## config.mk

```make
export PLATFORM = sky130hd
export DESIGN_NAME = fetch_stage
export DESIGN_NICKNAME = d
export VERILOG_FILES = /design/src/rtl/fetch_stage_pkg.sv /design/src/rtl/ifid_register.sv /design/src/rtl/fetch_stage.sv
export SDC_FILE = /design/constraint.sdc
export NUM_CORES = 1
export LEC_CHECK = 0
export CAP_MARGIN = 40
export CORE_ASPECT_RATIO = 1.4
export CORE_UTILIZATION = 47
export CTS_CLUSTER_DIAMETER = 100
export DETAILED_ROUTE_END_ITERATION = 7
export GPL_ROUTABILITY_DRIVEN = 0
export HOLD_SLACK_MARGIN = 0.15
export PLACE_DENSITY_LB_ADDON = 0.15
export SLEW_MARGIN = 10
export SYNTH_ARGS = -nofsm -noshare
export SYNTH_HDL_FRONTEND = slang
export SYNTH_SLANG_ARGS = --single-unit
```

## constraint.sdc

```tcl
create_clock -name CLK -period 6.7 [get_ports CLK]
set_input_delay 1.675 -clock CLK [delete_from_list [all_inputs] [get_ports CLK]]
set_output_delay 1.675 -clock CLK [all_outputs]
set_load 0.01 [all_outputs]
```

## src/rtl/fetch_stage_pkg.sv

```systemverilog
// Shared types and constants for the instruction-fetch stage and its pipeline registers.
package fetch_stage_pkg;

  localparam int unsigned WORD = 32;

  // Word loaded into a pipeline register when it is flushed.
  localparam logic [WORD-1:0] NOP_WORD = 32'h0000_0000;

  typedef enum logic [1:0] {
    StFetch = 2'b00,
    StWait  = 2'b01,
    StFault = 2'b10
  } fetch_state_e;

endpackage

```

## src/rtl/ifid_register.sv

```systemverilog
// IF/ID pipeline register with load-enable, flush and bubble controls.
// Flush clears everything; a bubble only drops valid and keeps the old payload.
module ifid_register
  import fetch_stage_pkg::*;
(
  input  logic            clk,
  input  logic            rst_n,
  input  logic            load,
  input  logic            flush,
  input  logic            bubble,
  input  logic [WORD-1:0] instr_in,
  input  logic [WORD-1:0] pc_in,
  output logic [WORD-1:0] instr,
  output logic [WORD-1:0] pc,
  output logic            valid
);

  logic [WORD-1:0] instr_q, instr_d;
  logic [WORD-1:0] pc_q, pc_d;
  logic            valid_q, valid_d;

  // Next contents: flush beats load; a bubble only clears valid.
  always_comb begin
    instr_d = instr_q;
    pc_d    = pc_q;
    valid_d = valid_q;
    if (flush) begin
      instr_d = NOP_WORD;
      pc_d    = '0;
      valid_d = 1'b0;
    end else if (load) begin
      if (bubble) begin
        valid_d = 1'b0;
      end else begin
        instr_d = instr_in;
        pc_d    = pc_in;
        valid_d = 1'b1;
      end
    end
  end

  // Register state with asynchronous clear.
  always_ff @(posedge clk or negedge rst_n) begin
    if (!rst_n) begin
      instr_q <= NOP_WORD;
      pc_q    <= '0;
      valid_q <= 1'b0;
    end else begin
      instr_q <= instr_d;
      pc_q    <= pc_d;
      valid_q <= valid_d;
    end
  end

  assign instr = instr_q;
  assign pc    = pc_q;
  assign valid = valid_q;

endmodule

```

## src/rtl/fetch_stage.sv

```systemverilog
// Instruction-fetch stage: owns the PC, drives instruction memory, fills IF/ID and
// traps into a sticky fault state when memory stays not-ready for too long.
module fetch_stage
  import fetch_stage_pkg::*;
#(
  parameter logic [31:0] RESET_PC = 32'h0000_0000,
  parameter int unsigned PC_INC   = 4,
  parameter int unsigned MAX_WAIT = 8
) (
  input  logic            CLK,
  input  logic            RST_N,
  output logic [WORD-1:0] imem_addr,
  input  logic [WORD-1:0] imem_rdata,
  input  logic            imem_ready,
  input  logic            stall,
  input  logic            branch_taken,
  input  logic [WORD-1:0] branch_target,
  output logic [WORD-1:0] pc_next,
  output logic [WORD-1:0] ifid_instr,
  output logic [WORD-1:0] ifid_pc,
  output logic            ifid_valid,
  output logic            fetch_fault
);

  localparam logic [WORD-1:0] PcIncW   = WORD'(PC_INC);
  localparam logic [7:0]      MaxWaitW = 8'(MAX_WAIT);

  fetch_state_e    state_q, state_d;
  logic [7:0]      wait_cnt_q, wait_cnt_d;
  logic [7:0]      wait_cnt_inc;
  logic [WORD-1:0] pc_q, pc_d;
  logic            active;
  logic            flush;
  logic            load;

  assign wait_cnt_inc = wait_cnt_q + 8'd1;

  // Memory-facing outputs depend only on the PC register.
  assign imem_addr = pc_q;
  assign pc_next   = pc_q + PcIncW;

  // State, wait counter and PC registers.
  always_ff @(posedge CLK or negedge RST_N) begin
    if (!RST_N) begin
      state_q    <= StFetch;
      wait_cnt_q <= '0;
      pc_q       <= RESET_PC;
    end else begin
      state_q    <= state_d;
      wait_cnt_q <= wait_cnt_d;
      pc_q       <= pc_d;
    end
  end

  // Next state and wait counter: branch > stall > imem_ready; FAULT is terminal.
  always_comb begin
    state_d    = state_q;
    wait_cnt_d = wait_cnt_q;
    unique case (state_q)
      StFetch, StWait: begin
        if (branch_taken) begin
          state_d    = StFetch;
          wait_cnt_d = '0;
        end else if (stall) begin
          state_d    = state_q;
        end else if (imem_ready) begin
          state_d    = StFetch;
          wait_cnt_d = '0;
        end else begin
          wait_cnt_d = wait_cnt_inc;
          state_d    = (wait_cnt_inc == MaxWaitW) ? StFault : StWait;
        end
      end
      StFault: state_d = StFault;
      default: begin
        state_d    = StFetch;
        wait_cnt_d = '0;
      end
    endcase
  end

  // Control outputs and next PC; redirect targets are forced word aligned.
  always_comb begin
    active      = (state_q != StFault);
    fetch_fault = (state_q == StFault);
    flush       = active && branch_taken;
    load        = active && !stall;
    pc_d        = pc_q;
    if (flush) begin
      pc_d = {branch_target[WORD-1:2], 2'b00};
    end else if (load && imem_ready) begin
      pc_d = pc_next;
    end
  end

  ifid_register u_ifid (
    .clk      (CLK),
    .rst_n    (RST_N),
    .load     (load),
    .flush    (flush),
    .bubble   (!imem_ready),
    .instr_in (imem_rdata),
    .pc_in    (pc_next),
    .instr    (ifid_instr),
    .pc       (ifid_pc),
    .valid    (ifid_valid)
  );

endmodule

```

==> flow_summary.json, run 1 <==
{
  "insertion_delay_ns": 0.34,
  "die_area_mm2": 0.0111,
  "drv_slew": 0,
  "layoutNonFillerInstCount": 829,
  "grt_max_degree": 57,
  "hold_viol": 0,
  "drc_errors": 0,
  "die_y_um": 124,
  "max_cap_viol_count": 0,
  "utilization_pct": 71.3,
  "cts_setup_buffers": 0,
  "internal_power_mw": 1.05,
  "setup_viol_count_final": 0,
  "crit_buf_inv": 1,
  "cts_tree": "done",
  "crit_slowest_cell": "clkdlybuf4s50_1",
  "design_area_mm2": 0.00738,
  "grt.total_usage_pct": 27.7,
  "hpwl_mm": 11.0,
  "post-place-ws_ns": 2.30,
  "synthToLayoutAreaGrowth_pct": 47.2,
  "cts.clk_slew.worst_paths_ns": 0.07,
  "vias": 4606,
  "start_util_pct": 48.5,
  "firstDrtPassIters": 4,
  "synth_area_mm2": 0.00502,
  "fin_setup_tns_ns": 0,
  "portBuffers": 192,
  "required_ns": 5.03,
  "ys.warnings.count": 0,
  "drive_gt1_share_pct": 5.35,
  "critical_path_class": "flip-flop to output pin",
  "ant_nets": 0,
  "worstMarginPinSlew_ns": 0.888,
  "top_usage_layer": "met2",
  "power_mw": 1.31,
  "synth_seq_cells": 104,
  "pwr-share-clk_pct": 46.1,
  "synth_area_per_cell_um2": 9.78,
  "fillCellCount": 809,
  "cts.path.max_buffers": 2,
  "rsz0062_at_grt": "false",
  "gr-usage-met2_pct": 47.4,
  "status": "completed",
  "async_flop_share_pct": 100,
  "slew_headroom_pct": 40.3,
  "viasPerCell": 5.56,
  "globalRouteMet1Util_pct": 33.4,
  "ctsHoldBuffers": 0,
  "startpoint_type": "flip-flop",
  "powerDensity_mw_per_mm2": 177,
  "num_rows": 44,
  "crit_fanout": 7,
  "peakVddDrop_mv": 0.144,
  "use_met3_pct": 6.12,
  "p_seq_share_pct": 48.5,
  "multi_input_area_mm2": 0.00224,
  "clock.fmax_ghz": 0.207,
  "synth_ff_type": "dfrtp_1",
  "path_cells": "ha_1 > nand4_1 > nor3_1 > and3_1 > xor2_1 > clkdlybuf4s50_1",
  "post-route-worst-setup-slack_ns": 1.87,
  "place_area_mm2": 0.00704,
  "skew_ns": 0.00684,
  "wl_mm": 15.0,
  "synth_cell_types": 44,
  "h-tree-depth": 3,
  "antenna_cells": 0,
  "layout_min_cycle_time_ns": 4.83,
  "cts_inserted_buffers": 9,
  "core_area_mm2": 0.0103,
  "ios": 199,
  "grt_overflow": 0,
  "wl_per_cell_um": 18.1,
  "drt_iter0_drc": 270,
  "root_buffer": "clkbuf_16",
  "dp_cells": 814,
  "switchingPower_uw": 260,
  "cts.sinks": 104,
  "crit_arrival_ns": 3.15,
  "post_cts_resize_count": 0,
  "final_cell_mix": "clkdlybuf4s50_1 (191), dfrtp_1 (104), nand2_1 (73), o21ai_0 (49), a22o_1 (42)",
  "end_kind": "output pin",
  "cp_top_family": "simple AND/OR/NAND/NOR gates",
  "grt_pass1_vias": 4666,
  "layout_commonest_cell": "clkdlybuf4s50_1",
  "ys_seq_area_share_pct": 51.9,
  "power_leakage_nw": 3.07,
  "grt_antenna_before_repair": 0,
  "die_w_um": 89.3,
  "synth_cells": 513,
  "p_sw_share_pct": 19.9,
  "min_path_type": "flip-flop to flip-flop",
  "regArea_mm2": 0.00260,
  "combPwrFrac_pct": 5.3,
  "cpPeakStageDelay_ns": 0.60,
  "finalCritPeriodShare_pct": 72.0,
  "grt_pass1_wl_mm": 23.7,
  "whs_ns": 0.480,
  "layout.nets": 759,
  "synth_edf_count": 0
}
==> cell usage after synthesis, types with 9 or more instances <==
cell	instances	share of area, %
o21ai_0	49	4.9
nand2_1	73	5.5
nand3_1	28	2.8
a22oi_1	9	1.3
nand4_1	12	1.5
a21oi_1	12	1.2
xnor2_1	21	3.7
xor2_1	23	4.0
dfrtp_1	104	52
clkbuf_1	26	1.9
nor2_1	24	1.8
a22o_1	42	7.3
nor3_1	12	1.2
==> layer usage <==
metal	share of wire, %	up-vias
li1	-	2162
met1	40	2249
met2	51	169
met3	7.2	26
met4	2.5	0
met5	0	-
==> registers in the layout (all words and copies together) (netlist names) <==
| register | flops |
|---|---|
| wait_cnt_q | 8 |
| imem_addr | 30 |
| u_ifid.instr | 32 |
| u_ifid.valid | 1 |
| state_q | 2 |
| u_ifid.pc | 31 |
==> area by class of cell <==
type                       count  area share, %
sequential                   104           35.2
multi-input combinational    366           30.4
timing repair buffer         198           26.9
clock buffer                  10           3.24
tap                          138           2.34
clock inverter                 5           1.42
inverter                       8          0.407
==> worst paths after layout <==
| kind | start | to | cells past startpoint | slack [ns] |
|---|---|---|---|---|
| max | imem_addr[2] | pc_next[20] | 6 | 1.87 |
| min | u_ifid.pc[30] | u_ifid.pc[30] | 2 | 0.48 |
| max reg2reg | imem_addr[2] | u_ifid.pc[20] | 6 | 4.24 |
| min reg2reg | u_ifid.pc[30] | u_ifid.pc[30] | 2 | 0.48 |
| max in group asynchronous | RST_N | imem_addr[23] | 3 | 4.41 |
| min in group asynchronous | RST_N | u_ifid.instr[1] | 1 | 1.21 |
==> logic make-up (layout without fill, tap and decap cells) <==
family,after synthesis,count (layout),synth area share (%)
other,1,4,0.0748
buffers and inverters,46,221,3.92
adders and majority gates,3,3,0.748
DFF,104,104,51.9
AOI/OAI and AO/OA,125,125,17.0
and+or+nand+nor,190,190,18.7
xor gates and xnor gates,44,44,7.68
==> worst reg2reg max path: stages, from the launching register on <==
cell and delay, ns:
dfrtp_1 0.51, ha_1 0.33, nand4_1 0.28, nor3_1 0.48
and3_1 0.31, xor2_1 0.30, a22o_1 0.20
==> power by group through the flow <==
stage                     logic (mW)  registers, mW  clock network [mW]
after floorplan              0.00956          0.645                   0
after global placement        0.0681          0.645                   0
after detailed placement      0.0702          0.646                   0
after CTS                     0.0706          0.634               0.610
after global routing          0.0756          0.634               0.633
final                         0.0695          0.634               0.603
(Power assumes the default switching activity.)
==> inputs of run 2 (changes only) <==
--- a/config.mk
+++ b/config.mk
@@ -7,7 +7,7 @@
 export LEC_CHECK = 0
 export CAP_MARGIN = 40
 export CORE_ASPECT_RATIO = 1.4
-export CORE_UTILIZATION = 47
+export CORE_UTILIZATION = 44
 export CTS_CLUSTER_DIAMETER = 100
 export DETAILED_ROUTE_END_ITERATION = 7
 export GPL_ROUTABILITY_DRIVEN = 0
==> constraint.sdc (replaced) <==
create_clock -name CLK -period 5 [get_ports CLK]
set_input_delay 1.25 -clock CLK [delete_from_list [all_inputs] [get_ports CLK]]
set_output_delay 1.25 -clock CLK [all_outputs]
set_load 0.01 [all_outputs]
==> run 2 against run 1 <==
Against the previous run:
- global-route usage fell by 1.7 points
- non-clock buffer count unchanged
- first-iteration DRC count shrank 23%
- clock skew barely moved
- register-to-register slack worse by 1.6 ns
- setup slack lost 1.2 ns
- largest cell class unchanged
- routed wire length grew 0.25%
- highest routed layer unchanged
- sequential cell count unchanged
- via count shrank 0.11%
- clock power is 12% higher
==> flow_summary.json, run 2 (synthesis gave the netlist of run 1 again) <==
{
  "status": "completed",
  "layoutNonFillerInstCount": 833,
  "die_w_um": 92.2,
  "num_rows": 45,
  "timing.rr.start": "imem_addr[2]",
  "skew_ns": 0.00703,
  "ios": 199,
  "grt.total_usage_pct": 26.1,
  "peakVddDrop_mv": 0.143,
  "hold_viol": 0,
  "pwr-share-clk_pct": 41.7,
  "wl_per_cell_um": 18.1,
  "fin_setup_tns_ns": 0,
  "synthToLayoutAreaGrowth_pct": 46.2,
  "p_seq_share_pct": 52.5,
  "power_leakage_nw": 3.05,
  "cpPeakStageDelay_ns": 0.59,
  "p_sw_share_pct": 21.6,
  "vias": 4601,
  "ant_nets": 0,
  "viasPerCell": 5.52,
  "ctsHoldBuffers": 0,
  "path_cells": "ha_1 > nand4_1 > nor3_1 > and3_1 > xor2_1 > clkdlybuf4s50_1",
  "portBuffers": 192,
  "crit_slowest_cell": "clkdlybuf4s50_1",
  "hpwl_mm": 11.0,
  "end_kind": "output pin",
  "start_util_pct": 45.7,
  "grt_antenna_before_repair": 0,
  "drc_errors": 0,
  "die_y_um": 128,
  "switchingPower_uw": 350,
  "powerDensity_mw_per_mm2": 221,
  "grt_overflow": 0,
  "layout.nets": 759,
  "finalCritPeriodShare_pct": 85.8,
  "wl_mm": 15.0,
  "final_cell_mix": "clkdlybuf4s50_1 (191), dfrtp_1 (104), nand2_1 (73), o21ai_0 (49), a22o_1 (42)",
  "cts.sinks": 104,
  "h-tree-depth": 3,
  "drt_iter0_drc": 208,
  "firstDrtPassIters": 4,
  "cts.clk_slew.worst_paths_ns": 0.07,
  "largest_register_ffs": 32,
  "utilization_pct": 66.8,
  "max_cap_viol_count": 0,
  "post_cts_resize_count": 0,
  "holdCritStartpoint": "u_ifid.pc[30]",
  "core_area_mm2": 0.0110,
  "grt_pass1_wl_mm": 24.1,
  "cp-startpoint": "imem_addr[2]",
  "cts_tree": "done",
  "grt_max_degree": 57,
  "post-route-worst-setup-slack_ns": 0.710,
  "setup_viol_count_final": 0,
  "worstMarginPinSlew_ns": 0.871,
  "drive_gt1_share_pct": 5.35,
  "internal_power_mw": 1.27,
  "critical_path_class": "flip-flop to output pin",
  "layout_min_cycle_time_ns": 4.29,
  "min_path_type": "flip-flop to flip-flop",
  "layout_commonest_cell": "clkdlybuf4s50_1",
  "cts_setup_buffers": 0,
  "cts.path.max_buffers": 2,
  "drv_slew": 0,
  "clock.fmax_ghz": 0.233,
  "required_ns": 3.75,
  "startpoint_type": "flip-flop",
  "crit_arrival_ns": 3.04,
  "combPwrFrac_pct": 5.8,
  "dp_cells": 817,
  "rsz0062_at_grt": "false",
  "antenna_cells": 0,
  "whs_ns": 0.477,
  "root_buffer": "clkbuf_16",
  "crit_fanout": 7,
  "post-place-ws_ns": 1.03,
  "slew_headroom_pct": 41.4,
  "grt_pass1_vias": 4619,
  "die_area_mm2": 0.0118,
  "cts_inserted_buffers": 9,
  "insertion_delay_ns": 0.35
}
## run 2: cell count changes in the layout (fill, tap and decap cells not counted), sizes merged
cell and delta:
bufinv -3, clkbuf +2, clkinv +2
## run 2: layer usage
layer / share of wire, % / vias up / GRT usage [%]
met3: 5.6 / 34 / 5.02
met5: 0 / - / 0
li1: - / 2160 / -
met1: 42 / 2227 / 33.2
met2: 49 / 180 / 42.9
met4: 3.5 / 0 / 12.3
## run 2: final timing paths
check                                    to  slack (ns)  depth (start not counted)
setup / recovery                pc_next[20]        0.71                          6
hold / removal                u_ifid.pc[30]        0.48                          2
setup reg to reg              u_ifid.pc[20]        2.64                          6
hold reg to reg               u_ifid.pc[30]        0.48                          2
max in group asynchronous  u_ifid.instr[23]        3.20                          3
min in group asynchronous     u_ifid.pc[11]        0.79                          1
## run 2: power groups by stage
stage | registers [mW] | clock network, mW | logic, mW
finish | 0.849 | 0.675 | 0.0945
global route | 0.849 | 0.717 | 0.103
CTS | 0.849 | 0.687 | 0.0957
detailed placement | 0.865 | 0 | 0.0951
global placement | 0.865 | 0 | 0.0907
floorplan | 0.865 | 0 | 0.0128
## run 2: layout make-up
| cell class | count | area, um2 |
|---|---|---|
| multi-input combinational | 366 | 2240 |
| timing repair buffer | 198 | 2000 |
| sequential | 104 | 2600 |
| fill | 928 | 3640 |
| tap | 141 | 176 |
| clock buffer | 12 | 256 |
| inverter | 8 | 30.0 |
| clock inverter | 4 | 28.8 |
## run 2: through the flow
stage	instance area (um2)	power [mW]
6_report	7340	1.62
5_1_grt	7340	1.67
4_1_cts	7340	1.63
3_5_place_dp	7050	0.960
3_3_place_gp	7000	0.956
2_1_floorplan	5030	0.877
## run 2: worst max-delay path: cells and delay by family, from the launching register on
| kind | cells | cell delay [ns] |
|---|---|---|
| XOR/XNOR | 1 | 0.26 |
| adder cells (fa/ha/maj) | 1 | 0.32 |
| buffers and inverters | 1 | 0.59 |
| flip-flops | 1 | 0.50 |
| AND/OR/NAND/NOR | 3 | 1.02 |
